[src/rtl/pcs_pkg.sv]
// Shared constants and types for the 64b/66b PCS transmit encoder.
// XGMII characters, 7-bit control codes, block types, sync headers and FSM states.
package pcs_pkg;

    localparam logic [7:0] XGMII_IDLE  = 8'h07;
    localparam logic [7:0] XGMII_START = 8'hFB;
    localparam logic [7:0] XGMII_TERM  = 8'hFD;
    localparam logic [7:0] XGMII_ERROR = 8'hFE;

    localparam logic [6:0] CODE_IDLE  = 7'h00;
    localparam logic [6:0] CODE_ERROR = 7'h1E;

    localparam logic [7:0] BT_CTRL   = 8'h1E;
    localparam logic [7:0] BT_START0 = 8'h78;
    localparam logic [7:0] BT_START4 = 8'h33;

    localparam logic [1:0] SYNC_DATA = 2'b01;
    localparam logic [1:0] SYNC_CTRL = 2'b10;

    typedef enum logic [1:0] {
        ST_INIT,
        ST_C,
        ST_D,
        ST_E
    } seq_state_e;

    typedef enum logic [2:0] {
        CLS_D,
        CLS_C,
        CLS_S,
        CLS_T,
        CLS_E
    } blk_class_e;

    function automatic logic [7:0] term_type(input logic [2:0] k);
        logic [7:0] t;
        case (k)
            3'd0:    t = 8'h87;
            3'd1:    t = 8'h99;
            3'd2:    t = 8'hAA;
            3'd3:    t = 8'hB4;
            3'd4:    t = 8'hCC;
            3'd5:    t = 8'hD2;
            3'd6:    t = 8'hE1;
            default: t = 8'hFF;
        endcase
        return t;
    endfunction

    function automatic logic [65:0] make_error_block();
        logic [63:0] p;
        p       = '0;
        p[7:0]  = BT_CTRL;
        for (int unsigned i = 0; i < 8; i++) begin
            p[8 + 7*i +: 7] = CODE_ERROR;
        end
        return {p, SYNC_CTRL};
    endfunction

    localparam logic [65:0] ERROR_BLOCK = make_error_block();

endpackage

[src/rtl/pcs_block_encode.sv]
// Combinational 8-lane classifier and 64b/66b block encoder.
// Unrecognised lane patterns produce the error block with class E.
module pcs_block_encode
    import pcs_pkg::*;
(
    input  logic [63:0] blk_data,
    input  logic [7:0]  blk_ctl,
    output logic [2:0]  blk_class,
    output logic [65:0] blk_out
);

    localparam logic [7:0] ALL_LANES = 8'hFF;

    logic [7:0]  idle_vec;
    logic [7:0]  err_vec;
    logic        c_ok;
    logic        s0_ok;
    logic        s4_ok;
    logic        t_ok;
    logic [7:0]  hi_mask;
    logic [63:0] c_payload;
    logic [63:0] t_payload;

    always_comb begin
        idle_vec  = '0;
        err_vec   = '0;
        c_payload = '0;
        c_payload[7:0] = BT_CTRL;
        for (int unsigned i = 0; i < 8; i++) begin
            idle_vec[i] = (blk_data[8*i +: 8] == XGMII_IDLE);
            err_vec[i]  = (blk_data[8*i +: 8] == XGMII_ERROR);
            if (err_vec[i]) begin
                c_payload[8 + 7*i +: 7] = CODE_ERROR;
            end
        end
        c_ok  = (blk_ctl == ALL_LANES) && ((idle_vec | err_vec) == ALL_LANES);
        s0_ok = (blk_ctl == 8'h01) && (blk_data[7:0] == XGMII_START);
        s4_ok = (blk_ctl == 8'h1F) && (idle_vec[3:0] == 4'hF) &&
                (blk_data[39:32] == XGMII_START);
    end

    // Terminate in lane k: ctl set exactly on lanes >= k, /T/ at k, /I/ above k.
    // Idle codes are 0x00, so everything after the data bytes stays zero.
    always_comb begin
        t_ok      = 1'b0;
        t_payload = '0;
        hi_mask   = '0;
        for (int unsigned k = 0; k < 8; k++) begin
            hi_mask = ALL_LANES << k;
            if ((blk_ctl == hi_mask) && (blk_data[8*k +: 8] == XGMII_TERM) &&
                ((idle_vec | ~(hi_mask << 1)) == ALL_LANES)) begin
                t_ok           = 1'b1;
                t_payload[7:0] = term_type(k[2:0]);
                for (int unsigned j = 0; j < 7; j++) begin
                    if (j < k) begin
                        t_payload[8 + 8*j +: 8] = blk_data[8*j +: 8];
                    end
                end
            end
        end
    end

    always_comb begin
        blk_class = CLS_E;
        blk_out   = ERROR_BLOCK;
        if (blk_ctl == '0) begin
            blk_class = CLS_D;
            blk_out   = {blk_data, SYNC_DATA};
        end else if (c_ok) begin
            blk_class = CLS_C;
            blk_out   = {c_payload, SYNC_CTRL};
        end else if (s0_ok) begin
            blk_class = CLS_S;
            blk_out   = {blk_data[63:8], BT_START0, SYNC_CTRL};
        end else if (s4_ok) begin
            blk_class = CLS_S;
            blk_out   = {blk_data[63:40], 4'h0, {4{CODE_IDLE}}, BT_START4, SYNC_CTRL};
        end else if (t_ok) begin
            blk_class = CLS_T;
            blk_out   = {t_payload, SYNC_CTRL};
        end
    end

endmodule

[src/rtl/pcs_tx_encoder.sv]
// 64b/66b PCS transmit encoder: pairs 32-bit XGMII beats into 8 lanes,
// enforces frame sequencing, and presents one registered 66-bit block with back-pressure.
module pcs_tx_encoder
    import pcs_pkg::*;
#(
    parameter int XGMII_DATA_WIDTH = 32,
    parameter int XGMII_DATA_BYTES = XGMII_DATA_WIDTH / 8
) (
    input  logic                        tx_clk,
    input  logic                        tx_rst,
    input  logic [XGMII_DATA_WIDTH-1:0] in_xgmii_data,
    input  logic [XGMII_DATA_BYTES-1:0] in_xgmii_ctl,
    output logic                        out_xgmii_pcs_ready,
    output logic [65:0]                 out_block,
    output logic                        out_block_valid,
    input  logic                        in_block_ready,
    output logic                        enc_error,
    output logic [31:0]                 stat_error_blocks
);

    logic                        phase_q, phase_d;
    logic [XGMII_DATA_WIDTH-1:0] low_data_q, low_data_d;
    logic [XGMII_DATA_BYTES-1:0] low_ctl_q, low_ctl_d;
    logic [65:0]                 block_q, block_d;
    logic                        valid_q, valid_d;
    logic                        err_q, err_d;
    logic [31:0]                 stat_q, stat_d;
    seq_state_e                  state_q, state_d;

    logic        accept;
    logic        load;
    logic        legal;
    seq_state_e  seq_next;
    logic [2:0]  cls_raw;
    blk_class_e  cls_e;
    logic [65:0] enc_block;

    assign out_xgmii_pcs_ready = !valid_q || in_block_ready;
    assign accept              = out_xgmii_pcs_ready;
    assign load                = accept && phase_q;

    pcs_block_encode u_encode (
        .blk_data  ({in_xgmii_data, low_data_q}),
        .blk_ctl   ({in_xgmii_ctl, low_ctl_q}),
        .blk_class (cls_raw),
        .blk_out   (enc_block)
    );

    assign cls_e = blk_class_e'(cls_raw);

    // Legal-but-out-of-sequence classes are demoted to error blocks.
    always_comb begin
        unique case (state_q)
            ST_INIT, ST_C: legal = (cls_e == CLS_C) || (cls_e == CLS_S);
            ST_D:          legal = (cls_e == CLS_D) || (cls_e == CLS_T);
            ST_E:          legal = (cls_e != CLS_E);
            default:       legal = 1'b0;
        endcase
        seq_next = ST_E;
        if (legal) begin
            unique case (cls_e)
                CLS_C, CLS_T: seq_next = ST_C;
                CLS_S, CLS_D: seq_next = ST_D;
                default:      seq_next = ST_E;
            endcase
        end
    end

    always_comb begin
        phase_d    = phase_q;
        low_data_d = low_data_q;
        low_ctl_d  = low_ctl_q;
        block_d    = block_q;
        valid_d    = valid_q;
        err_d      = 1'b0;
        stat_d     = stat_q;
        state_d    = state_q;
        if (accept) begin
            phase_d = !phase_q;
            if (!phase_q) begin
                low_data_d = in_xgmii_data;
                low_ctl_d  = in_xgmii_ctl;
            end
        end
        if (load) begin
            block_d = legal ? enc_block : ERROR_BLOCK;
            valid_d = 1'b1;
            err_d   = !legal;
            state_d = seq_next;
            if (!legal && (stat_q != '1)) begin
                stat_d = stat_q + 32'd1;
            end
        end else if (valid_q && in_block_ready) begin
            valid_d = 1'b0;
        end
    end

    always_ff @(posedge tx_clk) begin
        if (tx_rst) begin
            phase_q    <= 1'b0;
            low_data_q <= '0;
            low_ctl_q  <= '0;
            block_q    <= '0;
            valid_q    <= 1'b0;
            err_q      <= 1'b0;
            stat_q     <= '0;
            state_q    <= ST_INIT;
        end else begin
            phase_q    <= phase_d;
            low_data_q <= low_data_d;
            low_ctl_q  <= low_ctl_d;
            block_q    <= block_d;
            valid_q    <= valid_d;
            err_q      <= err_d;
            stat_q     <= stat_d;
            state_q    <= state_d;
        end
    end

    assign out_block         = block_q;
    assign out_block_valid   = valid_q;
    assign enc_error         = err_q;
    assign stat_error_blocks = stat_q;

endmodule

[config.mk]
export PLATFORM = sky130hd
export DESIGN_NAME = pcs_tx_encoder
export DESIGN_NICKNAME = d
export VERILOG_FILES = /design/src/rtl/pcs_pkg.sv /design/src/rtl/pcs_block_encode.sv /design/src/rtl/pcs_tx_encoder.sv
export SDC_FILE = /design/constraint.sdc
export NUM_CORES = 1
export LEC_CHECK = 0
export ABC_AREA = 1
export BUFFER_PORTS_ARGS = -buffer_cell sky130_fd_sc_hd__buf_2
export CAP_MARGIN = 40
export CORE_UTILIZATION = 40
export CTS_CLUSTER_SIZE = 12
export DETAILED_ROUTE_END_ITERATION = 6
export PLACE_DENSITY = 0.62
export SKIP_CTS_REPAIR_TIMING = 1
export SLEW_MARGIN = 20
export SYNTH_ARGS = -nofsm -noshare
export SYNTH_HDL_FRONTEND = slang
export SYNTH_SLANG_ARGS = --single-unit
[constraint.sdc]
create_clock -name tx_clk -period 3.4 [get_ports tx_clk]
set_input_delay 1.02 -clock tx_clk [delete_from_list [all_inputs] [get_ports tx_clk]]
set_output_delay 1.02 -clock tx_clk [all_outputs]
set_load 0.05 [all_outputs]
==> insert_results.sql <==
INSERT INTO impl_metrics (metric_group, metric, value, unit) VALUES
('sta', 'skew', '0.0153', 'ns'),
('sta', 'hold_violations', '0', ''),
('clock_network', 'worstSkewPairLatency', '0.44', 'ns'),
('status', 'outcome', 'finished clean', ''),
('routing', 'detailed_router_s_first_iteration_violation_count', '1092', ''),
('clock_network', 'clockRootBuffer', 'sky130_fd_sc_hd__clkbuf_16', ''),
('final_layout', 'number_of_nets_in_the_layout', '1544', ''),
('final_layout', 'syn2layout_area_growth', '22.0', '%'),
('sta', 'finalWorstPathRequiredPeriod', '3.03', 'ns'),
('routing', 'drt_pass1_iterations', '7', ''),
('synthesis', 'synth_xor_area_share', '3.04', '%'),
('synthesis', 'synthesis.instances', '1342', ''),
('clock_network', 'cts.sinks', '139', ''),
('clock_network', 'number_of_buffers_on_the_longest_clock_path', '2', ''),
('worst_setup_path', 'cpPeakStageDelay', '0.33', 'ns'),
('synthesis', 'syn_area', '0.00865', 'mm²'),
('power', 'power_density', '443', 'mW/mm²'),
('worst_setup_path', 'crit_path_end_kind', 'register', ''),
('floorplanning', 'io_pins', '140', ''),
('final_layout', 'num_antenna_cells', '0', ''),
('floorplanning', 'fp.dieW', '149', 'µm'),
('routing', 'wl_per_cell', '20.4', 'µm'),
('synthesis', 'multiplexer_fraction_of_the_synthesized_cell_area', '0', '%'),
('floorplanning', 'die_footprint', '0.0222', 'mm²'),
('power', 'ir_worst_vdd', '0.000282', 'V'),
('floorplanning', 'core', '0.0211', 'mm²'),
('synthesis', 'synthesized_area_per_cell', '6.45', 'µm²'),
('routing', 'avgViaCountPerCell', '5.69', ''),
('worst_setup_path', 'critPathArrivalTime', '3.36', 'ns'),
('placed_design', 'place_congestion', '1.05', ''),
('final_layout', 'final_cells', '1792', ''),
('placed_design', 'estimated_wirelength_of_the_detail_placed_design', '28500', 'µm'),
('worst_setup_path', 'r2r_slack', '0.55', 'ns'),
('worst_setup_path', 'crit_path_cell_trace', 'buf_2 -> nand2_1 -> nor2_1 -> nand3_1 -> nand2_1 -> nand2_1 -> nor2_1 -> nand3_2 -> nand3_1 -> inv_2 -> nand3_1 -> nand3_2 -> nand2_2 -> buf_4 -> nand2_1 -> o21a_1', ''),
('global_route', 'total_global_routing_overflow', '0', ''),
('worst_setup_path', 'worstSetupStartpointType', 'input pin', ''),
('sta', 'setup_tns', '0', 'ns'),
('clock_network', 'cts_tree', 'built', ''),
('global_route', 'grt_max_degree', '61', ''),
('synthesis', 'synth_top_family_by_area', 'simple AND/OR/NAND/NOR gates', ''),
('synthesis', 'mappedNetlistNets', '1382', ''),
('final_layout', 'fillers', '2231', ''),
('job', 'timing.max_cap.violations', '0', ''),
('placed_design', 'placed_cells', '1759', ''),
('global_route', 'antenna_violations_before_repair', '0', ''),
('final_layout', 'sequential_cell_area', '0.00278', 'mm²'),
('sta', 'achievable-frequency', '330', 'MHz'),
('placed_design', 'port_buffers', '139', ''),
('floorplanning', 'floorplan.die.height', '149', 'µm'),
('routing', 'route.met2.wl', '15200', 'µm'),
('final_layout', 'multiInputGateArea', '0.00501', 'mm²'),
('synthesis', 'synth_sequential_area_ratio', '32.2', '%'),
('worst_setup_path', 'required', '3.73', 'ns'),
('worst_setup_path', 'crit_fanout', '26', ''),
('synthesis', 'compound_gate_fraction_of_synth_area', '20.7', '%'),
('global_route', 'first_global_vias', '9248', ''),
('worst_setup_path', 'cp_common_cell', 'sky130_fd_sc_hd__nand2_1', ''),
('clock_network', 'clkTransAtPathRegs', '0.07', 'ns'),
('routing', 'route.vias.total', '10200', ''),
('synthesis', 'synth-warning-count', '0', ''),
('worst_hold_path', 'hold_path_class', 'register to register', ''),
('synthesis', 'synth_seq_cells', '139', ''),
('worst_setup_path', 'critPathSlowestCell', 'sky130_fd_sc_hd__buf_4', ''),
('sta', 'worst_slew_pin_slew', '0.873', 'ns'),
('routing', 'routedLengthMet1', '16500', 'µm'),
('sta', 'rsz0062_at_grt', 'no', ''),
('global_route', 'grt_first_pass_wirelength', '56100', 'µm'),
('floorplanning', 'starting_density_of_the_core', '41.0', '%'),
('routing', 'routed_wl', '36600', 'µm'),
('sta', 'slew_violations', '0', ''),
('routing', 'routed-wl-met3', '3840', 'µm');
==> final timing paths <==
kind,from,to,depth (start not counted)
setup / recovery,in_xgmii_data[12],out_block[46],16
hold / removal,out_block[52],out_block[52],2
setup reg to reg,low_data_q[23],out_block[46],16
hold reg to reg,out_block[52],out_block[52],2
==> cell families (layout without fill, tap and decap cells) <==
| kind of cell | count (synthesis) | count (layout) |
|---|---|---|
| adder cells (fa/ha/maj) | 1 | 1 |
| flip-flops | 139 | 139 |
| XOR/XNOR | 30 | 30 |
| AND/OR/NAND/NOR | 636 | 636 |
| AO/OA/AOI/OAI | 322 | 322 |
| buffers and inverters | 214 | 389 |
==> state kept, by name, indices dropped and copies added (netlist names) <==
| register | cells |
|---|---|
| out_block | 66 |
| low_data_q | 32 |
| stat_error_blocks | 32 |
| low_ctl_q | 4 |
| state_q | 2 |
| enc_error | 1 |
| out_block_valid | 1 |
| phase_q | 1 |
==> Yosys cell counts (all sizes together) <==
library cell  instances  area share (%)
nand3                64             4.1
o22ai                 7            0.51
nand3b                1           0.087
xor2                 22             2.2
and3                  1           0.072
a21oi               128             7.4
a221oi                7            0.71
and2                 12            0.87
clkinv                4            0.17
a31oi                21             1.5
nand2               296              13
a22oi                 6            0.52
xnor2                 8            0.81
inv                 146             6.3
ha                    1            0.14
nor4                 10            0.72
o21ai               121             7.0
nor2b                 1           0.072
o31ai                 1           0.087
nor2                157             8.0
a211oi                2            0.17
o211a                 1            0.12
nor3                 27             1.6
o211ai               11            0.95
nand4                67             4.9
buf                  17             1.6
clkbuf               47             2.0
dfxtp               139              32
o221ai               15             1.5
o21a                  2            0.17
==> per-layer routing <==
layer | vias up | track usage, %
li1 | 4861 | -
met1 | 4710 | 48.8
met2 | 567 | 49.1
met3 | 59 | 6.70
met4 | 0 | 11.4
met5 | - | 0
==> through the flow <==
| step | power [mW] | setup slack [ns] | hold WS, ns | util, % | area (µm²) |
|---|---|---|---|---|---|
| after global routing | 4.83 | 0.134 | 0.477 | 50.1 | 10600 |
| after global placement | 2.77 | -0.0454 | 0.434 | 47.2 | 9960 |
| after floorplan | 2.41 | 0.645 | 0.463 | - | 8650 |
| after detailed placement | 2.77 | 0.00596 | 0.434 | 47.2 | 9960 |
| after CTS | 4.68 | 0.437 | 0.453 | 50.1 | 10600 |
| final | 4.68 | 0.369 | 0.449 | 50.1 | 10600 |
==> power by group <==
| part | internal (mW) | switching (mW) | total [mW] |
|---|---|---|---|
| sequential | 1.73 | 0.124 | 1.86 |
| clock | 0.994 | 0.934 | 1.93 |
| combinational | 0.239 | 0.658 | 0.896 |
==> worst max-delay path: cells and delay by family <==
kind                   cells  cell delay, ns
buffers and inverters      3            0.52
AOI/OAI and AO/OA          1            0.18
and+or+nand+nor           12            1.65
==> placed cells by master, fill, tap and decap left out, types with 3 or more instances in the layout <==
master	synthesis	final
sky130_fd_sc_hd__and2_1	12	12
sky130_fd_sc_hd__nor3_1	26	26
sky130_fd_sc_hd__nand3_1	58	58
sky130_fd_sc_hd__inv_8	0	6
sky130_fd_sc_hd__a21oi_1	128	128
sky130_fd_sc_hd__o22ai_1	7	7
sky130_fd_sc_hd__dfxtp_1	139	139
sky130_fd_sc_hd__clkinv_8	0	3
sky130_fd_sc_hd__nor2_1	139	137
sky130_fd_sc_hd__a221oi_1	7	7
sky130_fd_sc_hd__buf_12	0	5
sky130_fd_sc_hd__buf_2	9	139
sky130_fd_sc_hd__o211ai_1	11	11
sky130_fd_sc_hd__xnor2_1	8	8
sky130_fd_sc_hd__nand2_1	285	285
sky130_fd_sc_hd__nor4_1	10	10
sky130_fd_sc_hd__xor2_1	22	22
sky130_fd_sc_hd__a31oi_1	21	21
sky130_fd_sc_hd__inv_2	14	15
sky130_fd_sc_hd__inv_1	132	132
sky130_fd_sc_hd__clkbuf_16	0	17
sky130_fd_sc_hd__nand2_4	4	4
sky130_fd_sc_hd__a22oi_1	6	6
sky130_fd_sc_hd__o221ai_1	15	15
sky130_fd_sc_hd__o21ai_0	120	120
sky130_fd_sc_hd__nor2_2	10	10
sky130_fd_sc_hd__buf_4	0	62
sky130_fd_sc_hd__nand4_1	66	66
sky130_fd_sc_hd__inv_6	0	5
sky130_fd_sc_hd__clkinv_1	4	3
sky130_fd_sc_hd__nand3_2	5	5
sky130_fd_sc_hd__nor2_4	6	8
sky130_fd_sc_hd__nand2_2	7	7
==> area by class of cell <==
cell class / count / area share (%)
Multi-Input combinational cell: 989 / 47.5
Clock buffer: 17 / 4.03
Sequential cell: 139 / 26.4
Timing Repair Buffer: 207 / 12.0
Inverter: 150 / 5.33
Clock inverter: 15 / 1.59
Tap cell: 275 / 3.26
No activity file was read; power rests on OpenSTA's default activity.
